`src/rtl/alu_pkg.sv`:
```
// Shared definitions for the ALU-sharing controller: ALU op codes, FSM states and the
// legal-op check.
package alu_pkg;

    localparam logic [3:0] OP_AND = 4'b0000;
    localparam logic [3:0] OP_OR  = 4'b0001;
    localparam logic [3:0] OP_ADD = 4'b0010;
    localparam logic [3:0] OP_SUB = 4'b0110;
    localparam logic [3:0] OP_SLT = 4'b0111;

    typedef enum logic [1:0] {
        S_IDLE = 2'd0,
        S_EXEC = 2'd1,
        S_RESP = 2'd2
    } state_t;

    function automatic logic op_legal(input logic [3:0] op);
        logic legal;
        case (op)
            OP_AND, OP_OR, OP_ADD, OP_SUB, OP_SLT: legal = 1'b1;
            default:                               legal = 1'b0;
        endcase
        return legal;
    endfunction

endpackage

```
`src/rtl/alu_share_ctrl_if.sv`:
```
// Request, response and ALU-side signals of the ALU-sharing controller.
// slave is the controller's view; master is the requesters/consumer/ALU side.
interface alu_share_ctrl_if #(
    parameter int unsigned NREQ = 4,
    parameter int unsigned IDW  = 2
);
    logic [NREQ-1:0]    req_valid;
    logic [4*NREQ-1:0]  req_op;
    logic [32*NREQ-1:0] req_a;
    logic [32*NREQ-1:0] req_b;
    logic [NREQ-1:0]    req_ready;

    logic               rsp_valid;
    logic               rsp_ready;
    logic [IDW-1:0]     rsp_id;
    logic [31:0]        rsp_y;
    logic               rsp_zero;
    logic               rsp_err;

    logic [3:0]         alu_op;
    logic [31:0]        alu_a;
    logic [31:0]        alu_b;
    logic [31:0]        alu_y;
    logic               alu_zero;

    modport slave (
        input  req_valid, req_op, req_a, req_b, rsp_ready, alu_y, alu_zero,
        output req_ready, rsp_valid, rsp_id, rsp_y, rsp_zero, rsp_err, alu_op, alu_a, alu_b
    );

    modport master (
        output req_valid, req_op, req_a, req_b, rsp_ready, alu_y, alu_zero,
        input  req_ready, rsp_valid, rsp_id, rsp_y, rsp_zero, rsp_err, alu_op, alu_a, alu_b
    );

endinterface

```
`src/rtl/rr_arb.sv`:
```
// Combinational round-robin arbiter: searches upward from ptr+1 with wrap and grants the
// first valid request. The pointer register lives in the parent.
module rr_arb #(
    parameter int unsigned NREQ = 4
) (
    input  logic [NREQ-1:0]         req,
    input  logic [$clog2(NREQ)-1:0] ptr,
    input  logic                    en,
    output logic [NREQ-1:0]         gnt,
    output logic [$clog2(NREQ)-1:0] gnt_id
);
    localparam int unsigned PW = $clog2(NREQ);

    int unsigned idx;
    logic        found;

    always_comb begin
        gnt    = '0;
        gnt_id = '0;
        found  = 1'b0;
        idx    = 0;
        for (int unsigned k = 1; k <= NREQ; k++) begin
            idx = (32'(ptr) + k) % NREQ;
            if (en && !found && req[PW'(idx)]) begin
                found          = 1'b1;
                gnt[PW'(idx)]  = 1'b1;
                gnt_id         = PW'(idx);
            end
        end
    end

endmodule

```
`src/rtl/alu_share_ctrl.sv`:
```
// Shares one external ALU between NREQ requesters: round-robin accept in IDLE, one cycle
// of ALU evaluation in EXEC, registered response held in RESP until consumed.
module alu_share_ctrl
    import alu_pkg::*;
#(
    parameter int unsigned NREQ = 4,
    parameter int unsigned IDW  = 2
) (
    input logic             clk,
    input logic             rst_n,
    alu_share_ctrl_if.slave bus
);
    localparam int unsigned PW = $clog2(NREQ);

    state_t          state_q, state_d;
    logic [PW-1:0]   ptr_q, ptr_d;
    logic [3:0]      op_q, op_d;
    logic [31:0]     a_q, a_d;
    logic [31:0]     b_q, b_d;
    logic [IDW-1:0]  id_q, id_d;
    logic [31:0]     y_q, y_d;
    logic            zero_q, zero_d;
    logic            err_q, err_d;
    logic [IDW-1:0]  rid_q, rid_d;

    logic [NREQ-1:0] gnt;
    logic [PW-1:0]   gnt_id;
    logic            arb_en;
    logic [3:0]      sel_op;
    logic [31:0]     sel_a;
    logic [31:0]     sel_b;

    assign arb_en = (state_q == S_IDLE);

    rr_arb #(
        .NREQ (NREQ)
    ) u_arb (
        .req    (bus.req_valid),
        .ptr    (ptr_q),
        .en     (arb_en),
        .gnt    (gnt),
        .gnt_id (gnt_id)
    );

    always_comb begin
        sel_op = '0;
        sel_a  = '0;
        sel_b  = '0;
        for (int i = 0; i < NREQ; i++) begin
            if (gnt[i]) begin
                sel_op = bus.req_op[4*i +: 4];
                sel_a  = bus.req_a[32*i +: 32];
                sel_b  = bus.req_b[32*i +: 32];
            end
        end
    end

    always_comb begin
        state_d = state_q;
        ptr_d   = ptr_q;
        op_d    = op_q;
        a_d     = a_q;
        b_d     = b_q;
        id_d    = id_q;
        y_d     = y_q;
        zero_d  = zero_q;
        err_d   = err_q;
        rid_d   = rid_q;
        unique case (state_q)
            S_IDLE: begin
                if (|bus.req_valid) begin
                    op_d    = sel_op;
                    a_d     = sel_a;
                    b_d     = sel_b;
                    id_d    = IDW'(gnt_id);
                    ptr_d   = gnt_id;
                    state_d = S_EXEC;
                end
            end
            S_EXEC: begin
                // Illegal ops still report the ALU's A==B flag but never its result.
                y_d     = op_legal(op_q) ? bus.alu_y : 32'd0;
                zero_d  = bus.alu_zero;
                err_d   = !op_legal(op_q);
                rid_d   = id_q;
                state_d = S_RESP;
            end
            S_RESP: begin
                if (bus.rsp_ready) begin
                    state_d = S_IDLE;
                end
            end
            default: state_d = S_IDLE;
        endcase
    end

    always_ff @(posedge clk or negedge rst_n) begin
        if (!rst_n) begin
            state_q <= S_IDLE;
            ptr_q   <= PW'(NREQ - 1);
            op_q    <= '0;
            a_q     <= '0;
            b_q     <= '0;
            id_q    <= '0;
            y_q     <= '0;
            zero_q  <= 1'b0;
            err_q   <= 1'b0;
            rid_q   <= '0;
        end else begin
            state_q <= state_d;
            ptr_q   <= ptr_d;
            op_q    <= op_d;
            a_q     <= a_d;
            b_q     <= b_d;
            id_q    <= id_d;
            y_q     <= y_d;
            zero_q  <= zero_d;
            err_q   <= err_d;
            rid_q   <= rid_d;
        end
    end

    assign bus.req_ready = gnt;
    assign bus.rsp_valid = (state_q == S_RESP);
    assign bus.rsp_id    = rid_q;
    assign bus.rsp_y     = y_q;
    assign bus.rsp_zero  = zero_q;
    assign bus.rsp_err   = err_q;
    assign bus.alu_op    = op_q;
    assign bus.alu_a     = a_q;
    assign bus.alu_b     = b_q;

endmodule

```
`src/flat_wrapper.sv`:
```
// flat-port wrapper written by rule: the top's interface ports become plain ports
module alu_share_ctrl_flat import alu_pkg::*;
#(
    parameter int unsigned NREQ = 4,
    parameter int unsigned IDW  = 2
)
  (clk, rst_n, bus_req_valid, bus_req_op, bus_req_a, bus_req_b, bus_rsp_ready, bus_alu_y, bus_alu_zero, bus_req_ready, bus_rsp_valid, bus_rsp_id, bus_rsp_y, bus_rsp_zero, bus_rsp_err, bus_alu_op, bus_alu_a, bus_alu_b);
  alu_share_ctrl_if #(.NREQ(NREQ), .IDW(IDW)) bus_i ();
  input logic clk;
  input logic rst_n;
  input wire logic [$bits(bus_i.req_valid)-1:0] bus_req_valid;
  input wire logic [$bits(bus_i.req_op)-1:0] bus_req_op;
  input wire logic [$bits(bus_i.req_a)-1:0] bus_req_a;
  input wire logic [$bits(bus_i.req_b)-1:0] bus_req_b;
  input wire logic [$bits(bus_i.rsp_ready)-1:0] bus_rsp_ready;
  input wire logic [$bits(bus_i.alu_y)-1:0] bus_alu_y;
  input wire logic [$bits(bus_i.alu_zero)-1:0] bus_alu_zero;
  output wire logic [$bits(bus_i.req_ready)-1:0] bus_req_ready;
  output wire logic [$bits(bus_i.rsp_valid)-1:0] bus_rsp_valid;
  output wire logic [$bits(bus_i.rsp_id)-1:0] bus_rsp_id;
  output wire logic [$bits(bus_i.rsp_y)-1:0] bus_rsp_y;
  output wire logic [$bits(bus_i.rsp_zero)-1:0] bus_rsp_zero;
  output wire logic [$bits(bus_i.rsp_err)-1:0] bus_rsp_err;
  output wire logic [$bits(bus_i.alu_op)-1:0] bus_alu_op;
  output wire logic [$bits(bus_i.alu_a)-1:0] bus_alu_a;
  output wire logic [$bits(bus_i.alu_b)-1:0] bus_alu_b;
  assign bus_i.req_valid = bus_req_valid;
  assign bus_i.req_op = bus_req_op;
  assign bus_i.req_a = bus_req_a;
  assign bus_i.req_b = bus_req_b;
  assign bus_i.rsp_ready = bus_rsp_ready;
  assign bus_i.alu_y = bus_alu_y;
  assign bus_i.alu_zero = bus_alu_zero;
  assign bus_req_ready = bus_i.req_ready;
  assign bus_rsp_valid = bus_i.rsp_valid;
  assign bus_rsp_id = bus_i.rsp_id;
  assign bus_rsp_y = bus_i.rsp_y;
  assign bus_rsp_zero = bus_i.rsp_zero;
  assign bus_rsp_err = bus_i.rsp_err;
  assign bus_alu_op = bus_i.alu_op;
  assign bus_alu_a = bus_i.alu_a;
  assign bus_alu_b = bus_i.alu_b;
  alu_share_ctrl #(.NREQ(NREQ), .IDW(IDW)) u_core (.clk(clk), .rst_n(rst_n), .bus(bus_i));
endmodule
```
`config.mk`:
```
export PLATFORM = sky130hd
export DESIGN_NAME = alu_share_ctrl_flat
export DESIGN_NICKNAME = d
export VERILOG_FILES = /design/src/rtl/alu_pkg.sv /design/src/rtl/alu_share_ctrl_if.sv /design/src/rtl/rr_arb.sv /design/src/rtl/alu_share_ctrl.sv /design/src/flat_wrapper.sv
export SDC_FILE = /design/constraint.sdc
export NUM_CORES = 1
export LEC_CHECK = 0
export ABC_CLOCK_PERIOD_IN_PS = 6000
export CAP_MARGIN = 30
export CORE_AREA = 2 2 161 163
export CTS_CLUSTER_SIZE = 20
export DETAILED_ROUTE_END_ITERATION = 8
export DIE_AREA = 0 0 163 165
export GPL_ROUTABILITY_DRIVEN = 0
export PLACE_DENSITY = 0.69
export RECOVER_POWER = 50
export SYNTH_ARGS = -nofsm -noshare
export SYNTH_HDL_FRONTEND = slang
export SYNTH_SLANG_ARGS = --single-unit
```
`constraint.sdc`:
```
create_clock -name clk -period 6 [get_ports clk]
set_clock_uncertainty 0.15 [all_clocks]
set_input_delay 1.2 -clock clk [delete_from_list [all_inputs] [get_ports clk]]
set_output_delay 1.2 -clock clk [all_outputs]
set_load 0.02 [all_outputs]
```
==> results of run 1 <==
==> cells in the mapped netlist, drive strengths merged <==
cell	instances	share of area
dfrtp	108	0.41
inv	75	0.043
a22oi	69	0.079
nor2	69	0.039
a311oi	68	0.090
a31oi	68	0.065
o31ai	68	0.078
clkbuf	67	0.038
a22o	33	0.044
buf	20	0.022
mux2	6	0.010
mux2i	5	0.0076
nor3	5	0.0038
ha	4	0.0076
mux4	4	0.014
nand2	4	0.0023
nand2b	4	0.0049
and3	3	0.0029
nand4	3	0.0029
a21o	2	0.0023
a21oi	2	0.0015
a221o	2	0.0030
a311o	2	0.0030
a32o	2	0.0030
dfstp	2	0.0080
nand3b	2	0.0023
o21ai	2	0.0015
a211o	1	0.0013
a211oi	1	0.0011
a21boi	1	0.0011
a221oi	1	0.0023
and2	1	0.0013
nor2b	1	0.00095
nor3b	1	0.0011
nor4	1	0.00095
o21a	1	0.0011
==> final cells by class <==
type	count	area share
multi-input cells	436	0.2826
clock inverters	7	0.01012
clock buffers	9	0.02002
flip-flops and latches	110	0.2449
well taps	330	0.03671
inverters	75	0.02503
repair buffers	432	0.3805
==> critical path, stage by stage <==
cell	delay (ns)
dlygate4sd3_1	0.64
mux4_2	0.55
nor2b_1	0.26
and3_1	0.31
a221o_2	0.23
clkdlybuf4s50_1	0.65
==> routing by layer <==
layer,track usage,share of wire
met1,0.2415,0.39
met5,0,0
met4,0.07401,0.025
met2,0.3763,0.50
met3,0.05600,0.087
==> registers in the layout, indices dropped and copies added, names as in the netlist <==
register             flops
u_core.id_q              2
u_core.bus.alu_a        32
u_core.bus.rsp_id        2
u_core.bus.rsp_err       1
u_core.ptr_q             2
u_core.bus.alu_b        32
u_core.bus.rsp_zero      1
u_core.bus.rsp_y        32
u_core.state_q           2
u_core.bus.alu_op        4
==> worst min-delay path by stage <==
stage,endpoint,slack (ns),cells past startpoint
final,u_core.id_q[0],0.34,1
after global placement,u_core.id_q[0],0.31,1
after global routing,u_core.id_q[0],0.36,1
after floorplan,u_core.id_q[0],0.30,1
after CTS,u_core.id_q[0],0.34,1
after detailed placement,u_core.id_q[0],0.33,1
==> where the power goes <==
part / switching, W / total, W / leakage (nW) / internal [W]
Clock: 0.000330 / 0.000708 / 0.165 / 0.000378
Sequential: 0.000199 / 0.00126 / 1.41 / 0.00106
Combinational: 0.00200 / 0.00347 / 3.00 / 0.00147
Total: 0.00253 / 0.00544 / 4.58 / 0.00291
==> cell usage in the layout (no fill, tap or decap), types with 5 or more instances in the layout <==
| master | Yosys | final |
|---|---|---|
| buf_4 | 2 | 10 |
| a31oi_1 | 68 | 68 |
| a22oi_1 | 69 | 69 |
| a311oi_1 | 68 | 68 |
| o31ai_1 | 68 | 68 |
| clkdlybuf4s50_1 | 0 | 402 |
| mux2i_1 | 5 | 5 |
| inv_1 | 74 | 74 |
| a22o_1 | 33 | 33 |
| mux2_2 | 6 | 6 |
| clkbuf_16 | 0 | 9 |
| dlygate4sd3_1 | 0 | 17 |
| nor2_1 | 69 | 69 |
| dfrtp_1 | 108 | 108 |
==> stage by stage <==
| step | util | worst slack [ns] | cell area (um2) | hold slack (ns) | std cells |
|---|---|---|---|---|---|
| after floorplan | - | 1.623 | 6581 | 0.2956 | 708 |
| after CTS | 0.4497 | 0.8795 | 11260 | 0.3441 | 1399 |
| final | 0.4493 | 0.8105 | 11250 | 0.3391 | 1399 |
| after detailed placement | 0.4362 | 0.9033 | 10920 | 0.3260 | 1383 |
| after global routing | 0.4493 | 0.6815 | 11250 | 0.3619 | 1399 |
| after global placement | 0.4362 | 0.9355 | 10920 | 0.3123 | 1383 |
==> logic make-up after synthesis <==
family,Yosys count,share of synthesized area
and+or+nand+nor,94,0.06274
DFF,110,0.4186
AOI/OAI and AO/OA,323,0.3768
muxes,15,0.03156
adders and majority gates,4,0.007605
buffers and inverters,162,0.1027
==> reports/results.tsv, run 1 <==
stage	metric	value	unit
die	boundaryPins	421	
place	dp_hpwl	19840	um
sta	finalHoldViolCount	0	
routing	wl_per_cell	21.53	um
run_status	outcome	complete, but fails checks	
critical_path	critPathKind	in2out	
critical_path	required	4.65	ns
power_and_ir_drop	peakVddDrop	0.3297	mV
power_and_ir_drop	powerDensity	483.8	mW/mm2
layout	syn_to_final_growth	70.91	%
global_route	antenna_found_initial	0	
cts	clk_pin_slew	0.08	ns
routing	drt_iter0_drc	559	
die	row_count	58	
synth	syn_area	0.006581	mm2
synth	syn_inst	708	
die	die_area	0.02690	mm2
routing	vias	7661	
routing	drt_pass1_iterations	6	
sta	setup_viol_count_final	0	
critical_path	rr_startpoint	u_core.ptr_q[0]	
cts	htreeDepth	3	
cts	cts_tree	built	
global_route	grt_util_all_layers	0.2102	
global_route	grt_max_degree	73	
critical_path	crit_start	bus_req_valid[1]	
global_route	grt_pass1_wl	43830	um
cts	clockBufferDepth	2	
layout	ff_latch_area	0.002755	mm2
critical_path	r2r_cells	9	
routing	wl	30120	um
synth	ys.warnings.count	0	
sta	rsz0062_at_grt	no	
die	die_w	163	um
layout	final.fill_count	2475	
flow_run	max_cap_viol_count	3	
power_and_ir_drop	p_leak	4.577	nW
cts	clock-sinks	110	
synth	yosysSeqAreaShare	0.4186	
routing	ant_nets	0	
place	io_buffers	420	
critical_path	worstPathMaxFanout	8	
synth	ys_types	40	
die	die_y	165	um
cts	cts_inserted_buffers	9	
sta	max_freq	192.7	MHz
sta	relSlewSlack	-1.020	
layout	antenna_cells	0	
critical_path	reg2reg_to	u_core.bus.alu_op[1]	
routing	drcViolationCount	0	
layout	multiInputGateArea	0.003179	mm2
layout	layout-drive-gt1-share	0.04490	
synth	synth-seq-cells	110	
cts	clk_latency	0.36	ns
power_and_ir_drop	power	0.005442	W
cts	clock-root-buffer	clkbuf_16	
die	start_util	0.2629	
routing	vias_per_cell	5.476	
sta	tns	0	ns
die	core	0.02504	mm2
critical_path	crit_path_end	bus_req_ready[3]	
sta	maxSlewViolCount	90	
min_path	hp-class	reg2reg	
sta	tightest_slew	3.030	ns
global_route	grt_pass1_vias	7822	
min_path	min_from	u_core.id_q[0]	
sta	period_minus_slack	5.190	ns
cts	holdBufCountCts	0	
layout	fin_nets	1380	
critical_path	endpoint_kind	output port	
global_route	grt_overflow	0	
critical_path	cp_data_arrival_time	3.84	ns
synth	synth.avg_cell_area	9.296	um2
critical_path	cp-start-kind	input pin	
cts	cts_resized	0	
synth	syn_nets	1024	
critical_path	r2r_slack	1.91	ns
sta	period_share	0.8649	
run_status	violations	max-capacitance violations, max-slew violations	
cts	postCtsSetupBuffers	0	
Power figures use the tool's default switching activity.
==> inputs of run 2 (changes only) <==
--- a/config.mk
+++ b/config.mk
@@ -13,7 +13,7 @@
 export DIE_AREA = 0 0 163 165
 export GPL_ROUTABILITY_DRIVEN = 0
 export PLACE_DENSITY = 0.69
-export RECOVER_POWER = 50
+export RECOVER_POWER = 25
 export SYNTH_ARGS = -nofsm -noshare
 export SYNTH_HDL_FRONTEND = slang
 export SYNTH_SLANG_ARGS = --single-unit
==> reports/results.tsv, run 2 (same netlist as run 1, synthesis figures left out) <==
stage	metric	value	unit
run_status	outcome	complete, but fails checks	
run_status	violations	max-capacitance violations, max-slew violations	
die	core	0.02504	mm2
cts	cts_resized	0	
min_path	hp-class	reg2reg	
die	start_util	0.2629	
power_and_ir_drop	switching_share	0.4644	
critical_path	reg2reg_to	u_core.bus.alu_op[1]	
power_and_ir_drop	p_sw	0.002535	W
layout	fin_nets	1380	
power_and_ir_drop	seq_power_share	0.231	
sta	hold_slack	0.3391	ns
sta	relSlewSlack	-1.014	
critical_path	cp-start-kind	input pin	
min_path	hold_path_end	u_core.id_q[0]	
place	dp_hpwl	19840	um
critical_path	r2r_cells	9	
global_route	antenna_found_initial	0	
sta	period_share	0.8523	
layout	final_util	0.4493	
cts	clockBufferDepth	2	
power_and_ir_drop	p_leak	4.544	nW
global_route	grt_pass1_vias	7822	
flow_run	max_cap_viol_count	3	
critical_path	critical-path-slowest-cell	clkdlybuf4s50_1	
sta	maxSlewViolCount	90	
critical_path	worstPathMaxFanout	8	
min_path	min_from	u_core.id_q[0]	
critical_path	endpoint_kind	output port	
power_and_ir_drop	intPower	0.002924	W
power_and_ir_drop	powerDensity	485.2	mW/mm2
critical_path	path_common_cell	clkdlybuf4s50_1	
critical_path	required	4.65	ns
sta	tns	0	ns
layout	final.fill_count	2475	
cts	clk_latency	0.36	ns
min_path	holdPathStages	1	
critical_path	critPathMaxStageDelay	0.65	ns
layout	layout-drive-gt1-share	0.04490	
critical_path	rr_startpoint	u_core.ptr_q[0]	
die	die_area	0.02690	mm2
power_and_ir_drop	power	0.005458	W
sta	finalHoldViolCount	0	
layout	antenna_cells	0	
power_and_ir_drop	p_clk_frac	0.130	
global_route	grt_overflow	0	
cts	postCtsSetupBuffers	0	
critical_path	r2r_slack	1.92	ns
cts	clk_pin_slew	0.08	ns
global_route	grt_max_degree	73	
die	boundaryPins	421	
critical_path	critPathKind	in2out	
sta	tightest_slew	3.021	ns
routing	wl_per_cell	21.52	um
power_and_ir_drop	peakVddDrop	0.3314	mV
routing	wl	30110	um
cts	holdBufCountCts	0	
routing	vias	7652	
routing	drcViolationCount	0	
sta	period_minus_slack	5.114	ns
sta	rsz0062_at_grt	no	
cts	cts_inserted_buffers	9	
power_and_ir_drop	comb_power_share	0.639	
critical_path	cp_data_arrival_time	3.76	ns
global_route	grt_util_all_layers	0.2102	
cts	clock-sinks	110	
sta	setup_viol_count_final	0	
sta	max_freq	195.6	MHz
layout	syn_to_final_growth	70.91	%
cts	clock-root-buffer	clkbuf_16	
die	die_w	163	um
critical_path	crit_chain	clkdlybuf4s50_1 > mux4_2 > nor2b_1 > and3_1 > a221o_2 > clkdlybuf4s50_1	
routing	drt_iter0_drc	559	
layout	layout_commonest_cell	clkdlybuf4s50_1	
layout	final_cell_mix	419 x clkdlybuf4s50_1, 108 x dfrtp_1, 74 x inv_1	
cts	htreeDepth	3	
routing	ant_nets	0	
cts	cts_tree	built	
die	row_count	58	
place	io_buffers	420	
die	die_y	165	um
global_route	grt_pass1_wl	43830	um
routing	drt_pass1_iterations	5	
routing	vias_per_cell	5.470	
[run 2: worst max-delay path, delay by kind of cell]
family / cells / cell delay [ns]
AO/OA/AOI/OAI: 1 / 0.23
buffers and inverters: 2 / 1.19
multiplexers: 1 / 0.57
AND/OR/NAND/NOR: 2 / 0.58
[run 2: routing by layer]
layer  GRT usage  wire [um]  up-vias
met3     0.05600       2649       51
met4     0.07401        790        0
met2      0.3763      15030      438
li1            -          -     3465
met5           0          0        -
met1      0.2415      11640     3698
[run 2: how the worst max path moves through the flow]
stage	start	end	slack [ns]	depth (start not counted)
floorplan	u_core.ptr_q[0]	bus_req_ready[1]	1.62	13
global placement	bus_req_valid[2]	bus_req_ready[1]	0.94	7
detailed placement	bus_req_valid[2]	bus_req_ready[1]	0.90	7
CTS	u_core.ptr_q[0]	bus_req_ready[1]	0.88	8
global route	u_core.ptr_q[0]	bus_req_ready[1]	0.73	8
finish	bus_req_valid[3]	bus_req_ready[3]	0.89	6
[run 2: metrics by stage]
step	cell area, um2	setup slack (ns)	instances
floorplan	6581	1.623	708
global placement	10920	0.9355	1383
detailed placement	10920	0.9033	1383
CTS	11260	0.8795	1399
global route	11250	0.7299	1399
finish	11250	0.8864	1399
[run 2: cell type report]
class                      count  area (um2)  share of cell area
timing repair buffer         432        4280              0.3805
multi-input combinational    436        3179              0.2826
sequential                   110        2755              0.2449
tap                          330       412.9             0.03671
inverter                      75       281.5             0.02503
clock buffer                   9       225.2             0.02002
clock inverter                 7       113.9             0.01012
[run 2: power by group through the flow]
stage	sequential, W	combinational (W)	clock (W)
floorplan	0.00155	0.00190	0
global placement	0.00127	0.00345	0
detailed placement	0.00127	0.00350	0
CTS	0.00127	0.00350	0.000732
global route	0.00130	0.00373	0.000758
finish	0.00126	0.00349	0.000709
==> inputs of run 3 (changes only) <==
--- a/config.mk
+++ b/config.mk
@@ -5,12 +5,12 @@
 export SDC_FILE = /design/constraint.sdc
 export NUM_CORES = 1
 export LEC_CHECK = 0
-export ABC_CLOCK_PERIOD_IN_PS = 6000
+export ABC_CLOCK_PERIOD_IN_PS = 4470
 export CAP_MARGIN = 30
-export CORE_AREA = 2 2 161 163
+export CORE_AREA = 2 2 165 167
 export CTS_CLUSTER_SIZE = 20
 export DETAILED_ROUTE_END_ITERATION = 8
-export DIE_AREA = 0 0 163 165
+export DIE_AREA = 0 0 167 169
 export GPL_ROUTABILITY_DRIVEN = 0
 export PLACE_DENSITY = 0.69
 export RECOVER_POWER = 25
==> constraint.sdc (replaced) <==
create_clock -name clk -period 4.47 [get_ports clk]
set_clock_uncertainty 0.15 [all_clocks]
set_input_delay 0.894 -clock clk [delete_from_list [all_inputs] [get_ports clk]]
set_output_delay 0.894 -clock clk [all_outputs]
set_load 0.02 [all_outputs]
==> reports/results.tsv, run 3 (same netlist as run 1, synthesis figures left out) <==
stage	metric	value	unit
run_status	outcome	complete, but fails checks	
run_status	violations	max-capacitance violations, max-slew violations	
routing	vias	7764	
routing	wl_per_cell	21.98	um
cts	holdBufCountCts	0	
routing	vias_per_cell	5.471	
min_path	hold_path_end	u_core.id_q[0]	
critical_path	reg2reg_to	u_core.bus.alu_a[27]	
sta	max_freq	231.7	MHz
cts	clock-sinks	110	
routing	wl	31190	um
sta	maxSlewViolCount	54	
sta	hold_slack	0.3260	ns
sta	rsz0062_at_grt	no	
cts	cts_inserted_buffers	9	
critical_path	required	3.43	ns
cts	cts_tree	built	
routing	drcViolationCount	0	
flow_run	max_cap_viol_count	1	
critical_path	r2r_cells	9	
critical_path	endpoint_kind	output port	
global_route	grt_util_all_layers	0.2134	
cts	clockBufferDepth	2	
die	die_w	167	um
power_and_ir_drop	p_leak	4.617	nW
place	io_buffers	420	
die	start_util	0.2483	
die	core	0.02650	mm2
die	row_count	60	
power_and_ir_drop	powerDensity	653.8	mW/mm2
layout	final_cell_mix	416 x clkdlybuf4s50_1, 108 x dfrtp_1, 74 x inv_1	
cts	clock-root-buffer	clkbuf_16	
critical_path	path_common_cell	clkdlybuf4s50_1	
sta	tightest_slew	3.263	ns
min_path	holdPathStages	1	
critical_path	cp-start-kind	input pin	
cts	clk_pin_slew	0.08	ns
min_path	min_from	u_core.id_q[0]	
place	dp_hpwl	21260	um
sta	setup_viol_count_final	0	
layout	layout-drive-gt1-share	0.05390	
global_route	grt_max_degree	69	
sta	finalHoldViolCount	0	
min_path	hp-class	reg2reg	
routing	drt_iter0_drc	519	
sta	tns	0	ns
critical_path	critPathKind	in2out	
critical_path	worstPathMaxFanout	8	
die	boundaryPins	421	
layout	layout_commonest_cell	clkdlybuf4s50_1	
power_and_ir_drop	power	0.007445	W
layout	stdcell_area	0.01139	mm2
sta	period_share	0.9656	
critical_path	critical-path-slowest-cell	clkdlybuf4s50_1	
critical_path	crit_family	buffers and inverters	
critical_path	cp_data_arrival_time	3.27	ns
cts	htreeDepth	3	
global_route	antenna_found_initial	2	
global_route	grt_overflow	0	
sta	period_minus_slack	4.316	ns
cts	postCtsSetupBuffers	0	
sta	timing.final.ws_setup	0.1538	ns
routing	ant_nets	0	
global_route	grt_pass1_vias	8060	
place	placed_area	0.01108	mm2
cts	clk_latency	0.35	ns
critical_path	critPathMaxStageDelay	0.67	ns
die	die_y	169	um
sta	relSlewSlack	-1.176	
layout	fin_nets	1387	
critical_path	crit_chain	clkdlybuf4s50_1 > mux4_2 > nand3b_1 > a211oi_1 > a311o_2 > clkdlybuf4s50_1	
routing	drt_pass1_iterations	5	
place	pre_cts_slack	0.07527	ns
layout	syn_to_final_growth	73.02	%
critical_path	path_buf_inv	2	
critical_path	rr_startpoint	u_core.ptr_q[1]	
global_route	grt_pass1_wl	47200	um
die	die_area	0.02822	mm2
power_and_ir_drop	peakVddDrop	0.3828	mV
critical_path	r2r_slack	0.57	ns
-- run 3: power by group --
| part | internal (W) | leakage, nW | switching, W | total [W] |
|---|---|---|---|---|
| Sequential | 0.00142 | 1.41 | 0.000267 | 0.00169 |
| Clock | 0.000448 | 0.147 | 0.000423 | 0.000871 |
| Combinational | 0.00210 | 3.06 | 0.00278 | 0.00488 |
| Total | 0.00398 | 4.62 | 0.00347 | 0.00744 |
-- run 3: worst max-delay path by stage --
| stage | end | depth (start not counted) | start | slack, ns |
|---|---|---|---|---|
| after floorplan | bus_req_ready[1] | 13 | u_core.ptr_q[0] | 0.40 |
| after global placement | bus_req_ready[3] | 6 | bus_req_valid[0] | 0.13 |
| after detailed placement | bus_req_ready[3] | 6 | bus_req_valid[0] | 0.08 |
| after CTS | bus_req_ready[0] | 6 | bus_req_valid[0] | 0.16 |
| after global routing | bus_req_ready[0] | 6 | bus_req_valid[0] | 0.06 |
| final | bus_req_ready[0] | 6 | bus_req_valid[0] | 0.15 |
-- run 3: area by class of cell --
type                       count  area, um2
fill                        2619      15110
inverter                      75      281.5
tap                          341      426.7
sequential                   110       2755
clock buffer                  10      229.0
clock inverter                 6      77.57
multi-input combinational    436       3177
timing repair buffer         439       4436
antenna                        2      5.005
-- run 3: through the flow --
step           std cells  utilization
6_report            1419       0.4297
5_1_grt             1418       0.4296
4_1_cts             1417       0.4297
3_5_place_dp        1401       0.4181
3_3_place_gp        1401       0.4181
2_1_floorplan        708            -
-- run 3: what timing repair did --
action	in CTS	in global routing
resized for setup	3	0
hold endpoints to repair	0	0
endpoints found under the setup margin	2	0
-- run 3: metal layers --
metal	routed length, um	global-route usage	part of all wire	vias up
met1	12260	0.2593	0.39	3762
met3	2626	0.04863	0.084	62
met5	0	0	0	-
li1	-	-	-	3471
met4	999	0.08058	0.032	0
met2	15300	0.3688	0.49	469
